File: src/rtl/gteq8_reg.sv
// Registered magnitude comparator: a >= b, a > b, a == b, one cycle after in_valid.
// Define GTEQ8_SIGNED_EN to compare two's-complement operands instead of unsigned.
module gteq8_reg #(
  parameter int WIDTH = 8,
  parameter int SLICE = 2
) (
  input  logic             clk,
  input  logic             rst_n,
  input  logic             in_valid,
  input  logic [WIDTH-1:0] a,
  input  logic [WIDTH-1:0] b,
  output logic             out_valid,
  output logic             agteqb,
  output logic             agtb,
  output logic             aeqb
);

  localparam int NSL = WIDTH / SLICE;

  logic [WIDTH-1:0] w_a;
  logic [WIDTH-1:0] w_b;
  logic [NSL-1:0]   w_gt_sl;
  logic [NSL-1:0]   w_eq_sl;
  logic             w_gt;
  logic             w_eq;
  logic             w_ge;

  logic             r_out_valid;
  logic             r_agteqb;
  logic             r_agtb;
  logic             r_aeqb;

`ifdef GTEQ8_SIGNED_EN
  // Flipping the sign bit maps two's complement onto an unsigned ordering.
  assign w_a = {~a[WIDTH-1], a[WIDTH-2:0]};
  assign w_b = {~b[WIDTH-1], b[WIDTH-2:0]};
`else
  assign w_a = a;
  assign w_b = b;
`endif

  for (genvar g = 0; g < NSL; g++) begin : g_slice
    assign w_gt_sl[g] = (w_a[g*SLICE +: SLICE] >  w_b[g*SLICE +: SLICE]);
    assign w_eq_sl[g] = (w_a[g*SLICE +: SLICE] == w_b[g*SLICE +: SLICE]);
  end

  // Built LSB-up so each step's w_gt covers all lower slices; the outermost
  // term is the MSB slice, matching gt = gt_msb | (eq_msb & gt_next).
  always_comb begin
    w_gt = 1'b0;
    for (int i = 0; i < NSL; i++) begin
      w_gt = w_gt_sl[i] | (w_eq_sl[i] & w_gt);
    end
  end

  assign w_eq = &w_eq_sl;
  assign w_ge = w_gt | w_eq;

  always_ff @(posedge clk or negedge rst_n) begin
    if (!rst_n) begin
      r_out_valid <= 1'b0;
      r_agteqb    <= 1'b0;
      r_agtb      <= 1'b0;
      r_aeqb      <= 1'b0;
    end else begin
      r_out_valid <= in_valid;
      if (in_valid) begin
        r_agteqb <= w_ge;
        r_agtb   <= w_gt;
        r_aeqb   <= w_eq;
      end
    end
  end

  assign out_valid = r_out_valid;
  assign agteqb    = r_agteqb;
  assign agtb      = r_agtb;
  assign aeqb      = r_aeqb;

endmodule

File: config.mk
export PLATFORM = sky130hd
export DESIGN_NAME = gteq8_reg
export DESIGN_NICKNAME = d
export VERILOG_FILES = /design/src/rtl/gteq8_reg.sv
export SDC_FILE = /design/constraint.sdc
export NUM_CORES = 1
export LEC_CHECK = 0
export ABC_AREA = 1
export BUFFER_PORTS_ARGS = -buffer_cell sky130_fd_sc_hd__buf_4
export CAP_MARGIN = 25
export CORE_AREA = 2 2 39 41
export DETAILED_ROUTE_END_ITERATION = 7
export DIE_AREA = 0 0 41 43
export GPL_ROUTABILITY_DRIVEN = 1
export GPL_TIMING_DRIVEN = 0
export PLACE_DENSITY = 0.65
export SYNTH_ARGS = -nofsm -noshare
export SYNTH_HDL_FRONTEND = slang
export SYNTH_SLANG_ARGS = --single-unit
File: constraint.sdc
create_clock -name clk -period 1 [get_ports clk]
set_clock_uncertainty 0.15 [all_clocks]
set_input_delay 0 -clock clk [delete_from_list [all_inputs] [get_ports clk]]
set_output_delay 0 -clock clk [all_outputs]
set_load 0.005 [all_outputs]
==> results of run 1 <==
flip-flops by register name, indices dropped and copies added (netlist names):
signal	count
agteqb	1
aeqb	1
out_valid	1
agtb	1
worst max path at each step:
stage	start	to	slack, ps	cells after the start
6_report	rst_n	agtb	100	3
5_1_grt	b[1]	agtb	-20	12
4_1_cts	rst_n	agtb	30	3
3_5_place_dp	a[1]	agtb	-190	11
3_3_place_gp	a[1]	agteqb	-170	11
2_1_floorplan	b[1]	agtb	3	11
synth_stat cells:
cell | count | share of area
a21oi_1 | 2 | 0.026
dfrtp_1 | 4 | 0.26
ha_1 | 8 | 0.26
inv_1 | 18 | 0.17
nand2_1 | 19 | 0.18
nand2_2 | 1 | 0.016
nand3_1 | 1 | 0.013
nand4_1 | 1 | 0.016
nor2_1 | 2 | 0.019
nor3_2 | 1 | 0.026
o21ai_0 | 1 | 0.013
routing by layer:
layer / vias to the layer above / part of all wire / GRT usage
met1: 179 / 0.37 / 0.1299
met5: - / 0 / 0
met3: 0 / 0.086 / 0.03665
met2: 15 / 0.54 / 0.1813
li1: 229 / - / -
met4: 0 / 0 / 0.08000
cell type report:
type                            instances  area [um^2]
Inverter                               18        67.56
Timing Repair Buffer                   25        200.2
Clock buffer                            3        22.52
Multi-Input combinational cell         36        274.0
Tap cell                               16        20.02
Sequential cell                         4        100.1
Fill cell                             154        699.4
worst max-delay path, cell delays in order:
cell and delay (ps):
dlygate4sd3_1 520, dlygate4sd3_1 550, buf_4 130
what timing repair did:
| action | in CTS | in global routing |
|---|---|---|
| setup buffers | 0 | 0 |
| resized for setup | 0 | 11 |
| endpoints found under the hold margin | 8 | 5 |
| hold buffers | 3 | 2 |
| setup endpoints to repair | 0 | 6 |
power breakdown:
group	total [mW]	internal, mW	switching [mW]
registers	0.188	0.179	0.00830
logic	0.239	0.135	0.105
clock network	0.190	0.134	0.0566
total	0.617	0.448	0.169
logic make-up (layout without fill, tap and decap cells):
kind of cell,after synthesis,after routing,synth area share
simple gates,25,25,0.2733
buf+inv,18,46,0.1736
fa+ha+maj,8,8,0.2572
flops,4,4,0.2572
compound gates,3,3,0.03857
==> out/metrics.csv, run 1 <==
metric,value,unit
Synthesis Warnings,0,
Least-Margin Pin Slew,168.1,ps
placed cells,96,
CP max FO,4,
via/cell ratio,4.147,
CP Launch Type,primary input,
DP Worst Slack,-190.9,ps
reg-to-reg startpoint,agteqb,
Synth Instances,58,
final WL,875,um
initial core utilization,0.2812,
Max-slew headroom,0.8880,
initial DRC count,1,
die extent in y,43,um
final setup margin,97.90,ps
WS Path Type,primary input to asynchronous set/reset pin,
worst vdd ir,0.6697,mV
hold path startpoint,in_valid,
HP Class,primary input to register,
Crit Reg-Reg Endpoint,agteqb,
HPWL after DPL,646.6,um
RSZ-0062 raised after global routing,true,
"most common cell after layout, fill and taps aside",buf_4,
GRT overflow,0,
worst r2r path cells,4,
"Slew Viols, Final",0,
DRC viols,0,
"Net Count, Synth",85,
IO Pins,23,
WL/cell,8.578,um
clock sinks,4,
vias in the first global route,416,
PD cells,901.5,nW/um^2
Min Hold Slack,51.60,ps
status,"complete, no violations",
worst path arrival time,1200,ps
Port Buf Inserts,22,
"Req. time, crit path",1300,ps
Netlist cell types,11,
die area,1763,um^2
"Clk pin slew, worst setup/hold paths",30,ps
CTS Buf Count,3,
post-route ant nets,0,
via count,423,
fin util,0.4946,
maxcap violations,0,
Layout Nets,115,
Clock Latency Late Sink,230,ps
core area,1384,um^2
min Tclk post-route,902.1,ps
"commonest cells after routing, fill and taps aside","buf_4 (21), nand2_1 (18), inv_1 (14)",
Area Growth Syn to Fin,75.88,%
layout cell share with drive strength beyond 1,0.4070,
fin area,684.4,um^2
total power,0.6170,mW
Final setup violation count,0,
"Hold Vio Cnt, Final",0,
sequential-to-total area share from yosys stat,0.2572,
global-route usage over all layers,0.1178,
DRT Pass-1 Iters,2,
CTS Buffer Depth,2,
maximum clock frequency,1.109,GHz
Final Instance Count excl. Fillers,102,
die width,41,um
GP Congestion,0.5979,
Hold Path Stages,3,
Core Rows,14,
Area after DPL,574.3,um^2
Lkg Pwr,0.4079,nW
hold path endpoint,agtb,
register bit total from synthesis,4,
TritonCTS clock tree,yes,
H-Tree Depth,1,
R2R Setup Slk,170,ps
Inserted Diodes,0,
first-pass GRT wire length,1400,um
largest net degree at the start of global routing,5,
"Cell Area, Synth",389.1,um^2
TNS Setup,0,ps
Mean Syn Cell Area,6.709,um^2
CTS Root Cell,clkbuf_4,
part of the cycle the worst path needs,0.9021,
Worst setup EP type,asynchronous set/reset pin,
initial antenna violation count,0,
Note: power is estimated with default switching activity, not from simulation.
==> run 2, diff against run 1 <==
--- a/config.mk
+++ b/config.mk
@@ -8,12 +8,13 @@
 export ABC_AREA = 1
 export BUFFER_PORTS_ARGS = -buffer_cell sky130_fd_sc_hd__buf_4
 export CAP_MARGIN = 25
-export CORE_AREA = 2 2 39 41
+export CELL_PAD_IN_SITES_DETAIL_PLACEMENT = 2
+export CELL_PAD_IN_SITES_GLOBAL_PLACEMENT = 2
+export CORE_UTILIZATION = 19
 export DETAILED_ROUTE_END_ITERATION = 7
-export DIE_AREA = 0 0 41 43
 export GPL_ROUTABILITY_DRIVEN = 1
 export GPL_TIMING_DRIVEN = 0
-export PLACE_DENSITY = 0.65
+export PLACE_DENSITY = 0.8
 export SYNTH_ARGS = -nofsm -noshare
 export SYNTH_HDL_FRONTEND = slang
 export SYNTH_SLANG_ARGS = --single-unit
==> run 2 against run 1 <==
  * Maximum frequency decreased by 4.2%
  * Cell count increased by 13%
  * Flip-flop and latch count unchanged
  * Largest power group unchanged
==> out/metrics.csv, run 2 (synthesis results as in run 1) <==
metric,value,unit,change
status,"complete, no violations",,
Max-slew headroom,0.8836,,-0.004392
Core Rows,16,,+2
fin util,0.3821,,-0.1125
placed cells,107,,+11%
fin area,742.0,um^2,+8.4%
Final setup violation count,0,,unchanged
maxcap violations,0,,unchanged
clock sinks,4,,unchanged
CP Launch Type,primary input,,
CP max FO,3,,-1
final WL,1200,um,+37%
largest net degree at the start of global routing,5,,unchanged
DRC viols,0,,unchanged
die area,2233,um^2,+27%
layout cell share with drive strength beyond 1,0.4659,,+0.05893
"most common cell after layout, fill and taps aside",buf_4,,
worst vdd ir,0.7074,mV,+5.6%
part of the cycle the worst path needs,0.9412,,+0.03914
HP Class,primary input to register,,
TritonCTS clock tree,yes,,
"Req. time, crit path",970,ps,-330 ps
via count,451,,+6.6%
Area after DPL,588.1,um^2,+2.4%
die extent in y,47.26,um,+9.9%
Clock Latency Late Sink,230,ps,about the same
first-pass GRT wire length,1766,um,+26%
WS Path Type,primary input to register,,
initial antenna violation count,0,,unchanged
most used routing layer,met2,,
Hold Path Stages,6,,+3
TNS Setup,0,ps,unchanged
Final Instance Count excl. Fillers,115,,+13%
Port Buf Inserts,22,,unchanged
"Clk pin slew, worst setup/hold paths",30,ps,about the same
GP Congestion,0.6497,,+8.7%
Worst setup EP type,register,,
Layout Nets,117,,+1.7%
met2 GRT Util,0.2027,,+0.02149
core area,1942,um^2,+40%
WL/cell,10.43,um,+22%
global-route usage over all layers,0.1122,,-0.005668
Sequential Area,100.1,um^2,unchanged
CTS Buffer Depth,2,,unchanged
vias in the first global route,471,,+13%
multi-input logic area,305.3,um^2,+11%
"commonest cells after routing, fill and taps aside","buf_4 (23), nand2_1 (16), inv_1 (15)",,
Filler cells,246,,+60%
post-route ant nets,0,,unchanged
maximum clock frequency,1.062,GHz,-4.2%
Least-Margin Pin Slew,172.8,ps,+4.761 ps
Area Growth Syn to Fin,90.68,%,
initial DRC count,0,,-1
via/cell ratio,3.922,,-5.4%
GRT overflow,0,,unchanged
HPWL after DPL,866.6,um,+34%
H-Tree Depth,1,,unchanged
met1 track demand over resource,0.1218,,-0.008031
worst r2r path cells,4,,unchanged
Lkg Pwr,0.4158,nW,+1.9%
worst path arrival time,910,ps,-290 ps
die width,47.26,um,+15%
IO Pins,23,,unchanged
DRT Pass-1 Iters,1,,-1
min Tclk post-route,941.2,ps,+39.14 ps
met3 usage,0.05000,,+0.01335
initial core utilization,0.2004,,-0.08081
PD cells,893.8,nW/um^2,-0.86%
"Slew Viols, Final",0,,unchanged
CTS Root Cell,clkbuf_4,,
Inserted Diodes,0,,unchanged
total power,0.6632,mW,+7.5%
CTS Buf Count,3,,unchanged
"Hold Vio Cnt, Final",0,,unchanged
run 2: worst paths after layout:
path                          start         to  slack, ps
setup reg to reg             agteqb     agteqb        110
setup / recovery               a[7]       agtb         60
max in group asynchronous     rst_n     agteqb        110
hold reg to reg                aeqb       aeqb        340
hold / removal             in_valid     agteqb         30
min in group asynchronous     rst_n  out_valid        490
run 2: metal layers:
layer,vias up,share of wire
met2,12,0.52
li1,233,-
met5,-,0
met3,0,0.038
met4,0,0
met1,206,0.44
run 2: final cells by class:
class / count / area share
clock buffer: 3 / 0.03035
inverter: 18 / 0.09106
timing repair buffer: 27 / 0.2867
multi-input combinational: 36 / 0.4115
tap: 27 / 0.04553
sequential: 4 / 0.1349
run 2: worst max-delay path, stage by stage:
cell and delay, ps:
buf_4 110, ha_1 320, inv_1 70, nor2_1 30
o21ai_0 160, nand2_1 90, nand2_2 80, nand2_1 50
run 2: report_power, final:
group          switching [mW]  internal, mW  total (mW)
clock                  0.0618         0.134       0.196
combinational           0.126         0.152       0.277
sequential             0.0108         0.179       0.190
run 2: repair_timing:
action | CTS | global route
setup buffers | 0 | 1
hold endpoints to repair | 8 | 7
gates resized for setup | 0 | 14
setup endpoints to repair | 0 | 6
hold buffers | 3 | 2
run 2: stage by stage:
stage / worst slack, ps / hold WS, ps
2_1_floorplan: 2.584 / -445.6
3_3_place_gp: -188.2 / -352.3
3_5_place_dp: -221.9 / -352.0
4_1_cts: 1.098 / -253.7
5_1_grt: -26.33 / 42.68
6_report: 58.76 / 27.91
==> run 3, diff against run 2 <==
==> constraint.sdc (replaced) <==
create_clock -name clk -period 1 [get_ports clk]
set_clock_uncertainty 0.15 [all_clocks]
set_input_delay 0.05 -clock clk [delete_from_list [all_inputs] [get_ports clk]]
set_output_delay 0.05 -clock clk [all_outputs]
set_load 0.005 [all_outputs]
==> run 3 against run 2 <==
  * Sequential share of layout area fell by 1.1 points
  * Highest routed layer unchanged
  * Hold slack improved by 47 ps
  * Critical path type unchanged
  * Via count rose by 6.7%
  * Largest power group unchanged
  * Design area rose by 9.1%
==> out/metrics.csv, run 3 (synthesis results as in run 1) <==
metric,value,unit,change
status,"complete, no violations",,
WL/cell,10.81,um,+3.6%
hold path startpoint,in_valid,,
worst vdd ir,0.5980,mV,-15%
H-Tree Depth,1,,unchanged
die width,47.26,um,unchanged
crit path max-delay cell type,ha_4,,
"Req. time, crit path",1030,ps,+60 ps
Worst path max stage delay,260,ps,-60 ps
Core Rows,16,,unchanged
Top delay family on crit path,simple AND/OR/NAND/NOR gates,,
CP max FO,3,,unchanged
CTS Root Cell,clkbuf_4,,
initial core utilization,0.2004,,unchanged
part of the cycle the worst path needs,0.9736,,+0.03233
WS Path Type,primary input to register,,
via count,481,,+6.7%
CP Launch Type,primary input,,
DRT Pass-1 Iters,4,,+3
PD cells,869.8,nW/um^2,-2.7%
initial antenna violation count,0,,unchanged
initial DRC count,1,,+1
HPWL after DPL,978.5,um,+13%
"Clk pin slew, worst setup/hold paths",40,ps,about the same
post-route ant nets,0,,unchanged
vias in the first global route,480,,+1.9%
TritonCTS clock tree,yes,,
Clock Latency Late Sink,240,ps,about the same
Lkg Pwr,0.4304,nW,+3.5%
core area,1942,um^2,unchanged
reg-to-reg startpoint,agteqb,,
CP startpoint,b[5],,
"commonest cells after routing, fill and taps aside","nand2_1 (17), buf_4 (16), inv_1 (11)",,
IO Pins,23,,unchanged
CP Cell Sequence,buf_6 > inv_4 > ha_4 > nand2_4 > nor3_2 > nand4_1 > nand2_1 > inv_1 > nand2_1,,
maxcap violations,0,,unchanged
Inserted Diodes,0,,unchanged
die area,2233,um^2,unchanged
HP Class,primary input to register,,
TNS Setup,0,ps,unchanged
"Slew Viols, Final",0,,unchanged
Final setup violation count,0,,unchanged
worst path arrival time,1000,ps,+90 ps
"most common cell after layout, fill and taps aside",nand2_1,,
die extent in y,47.26,um,unchanged
Area Growth Syn to Fin,108.0,%,
first-pass GRT wire length,1932,um,+9.4%
min Tclk post-route,973.6,ps,+32.33 ps
via/cell ratio,4.183,,+6.7%
RSZ-0062 raised after global routing,true,,
final WL,1243,um,+3.6%
layout cell share with drive strength beyond 1,0.5000,,+0.03409
Port Buf Inserts,22,,unchanged
Buf/Inv on CP,3,,+1
Worst setup EP type,register,,
CTS Buffer Depth,2,,unchanged
DRC viols,0,,unchanged
Max-slew headroom,0.9022,,+0.01866
most frequent CP cell,nand2_1,,
CTS Buf Count,3,,unchanged
"Hold Vio Cnt, Final",0,,unchanged
Least-Margin Pin Slew,145.1,ps,-27.70 ps
maximum clock frequency,1.027,GHz,-3.3%
Layout Nets,117,,unchanged
GP Congestion,0.5744,,-12%
largest net degree at the start of global routing,5,,unchanged
GRT overflow,0,,unchanged
total power,0.7041,mW,+6.2%
fin util,0.4169,,+0.03479
clock sinks,4,,unchanged
global-route usage over all layers,0.1282,,+0.01607
run 3: changes by cell type in the layout (fill, tap and decap cells not counted), moves of 2 or more:
cell	delta
buf_6	+7
nand2_4	+2
nand2_2	-3
inv_4	+2
ha_4	+2
ha_1	-2
inv_1	-4
buf_4	-7
run 3: where the power goes:
| part | leakage [nW] | internal [mW] | switching, mW | total (mW) |
|---|---|---|---|---|
| Clock | 0.0138 | 0.135 | 0.0707 | 0.205 |
| Sequential | 0.0501 | 0.179 | 0.0108 | 0.190 |
| Combinational | 0.366 | 0.174 | 0.135 | 0.309 |
| Total | 0.430 | 0.487 | 0.217 | 0.704 |
run 3: layer usage:
metal  up-vias  part of all wire  routed length (um)  track usage
li1        231                 -                   -            -
met1       226              0.35                 440       0.1412
met2        24              0.58                 725       0.2384
met3         0             0.062                  77      0.04615
met4         0                 0                   0      0.01714
met5         -                 0                   0            0
run 3: final timing paths:
path                             end  cells past startpoint  slack (ps)
min in group asynchronous  out_valid                      3         530
setup / recovery              agteqb                      9          30
max in group asynchronous       agtb                      3          70
setup reg to reg              agteqb                      4         100
hold / removal                agteqb                      6          70
hold reg to reg                 agtb                      2         350
run 3: area by class of cell:
class | count | area [um^2]
fillers | 241 | 1132
multi-input cells | 36 | 329.1
repair buffers | 27 | 239.0
flip-flops and latches | 4 | 100.1
inverters | 18 | 85.08
well taps | 27 | 33.78
clock buffers | 3 | 22.52
run 3: through the flow:
step                      worst slack, ps  instance area [um^2]  cells  hold slack (ps)
final                               26.42                 809.5    115            74.44
after floorplan                    -7.411                 486.7     58           -395.6
after global routing               -18.61                 809.5    115            90.26
after CTS                           13.60                 775.7    114           -5.870
after global placement             -211.2                 685.7    107           -302.9
after detailed placement           -236.3                 685.7    107           -300.5
run 3: timing repair:
item	CTS	global route
gates resized for setup	7	8
endpoints found under the hold margin	8	0
setup endpoints to repair	1	2
pin swaps	7	8
hold buffers	4	0
buffers inserted	0	1
run 3: tightest hold or removal path: stages:
cell,delay [ps]
buf_4,90
inv_1,40
nand2_1,60
nand2_1,70
inv_1,60
nand2_1,40
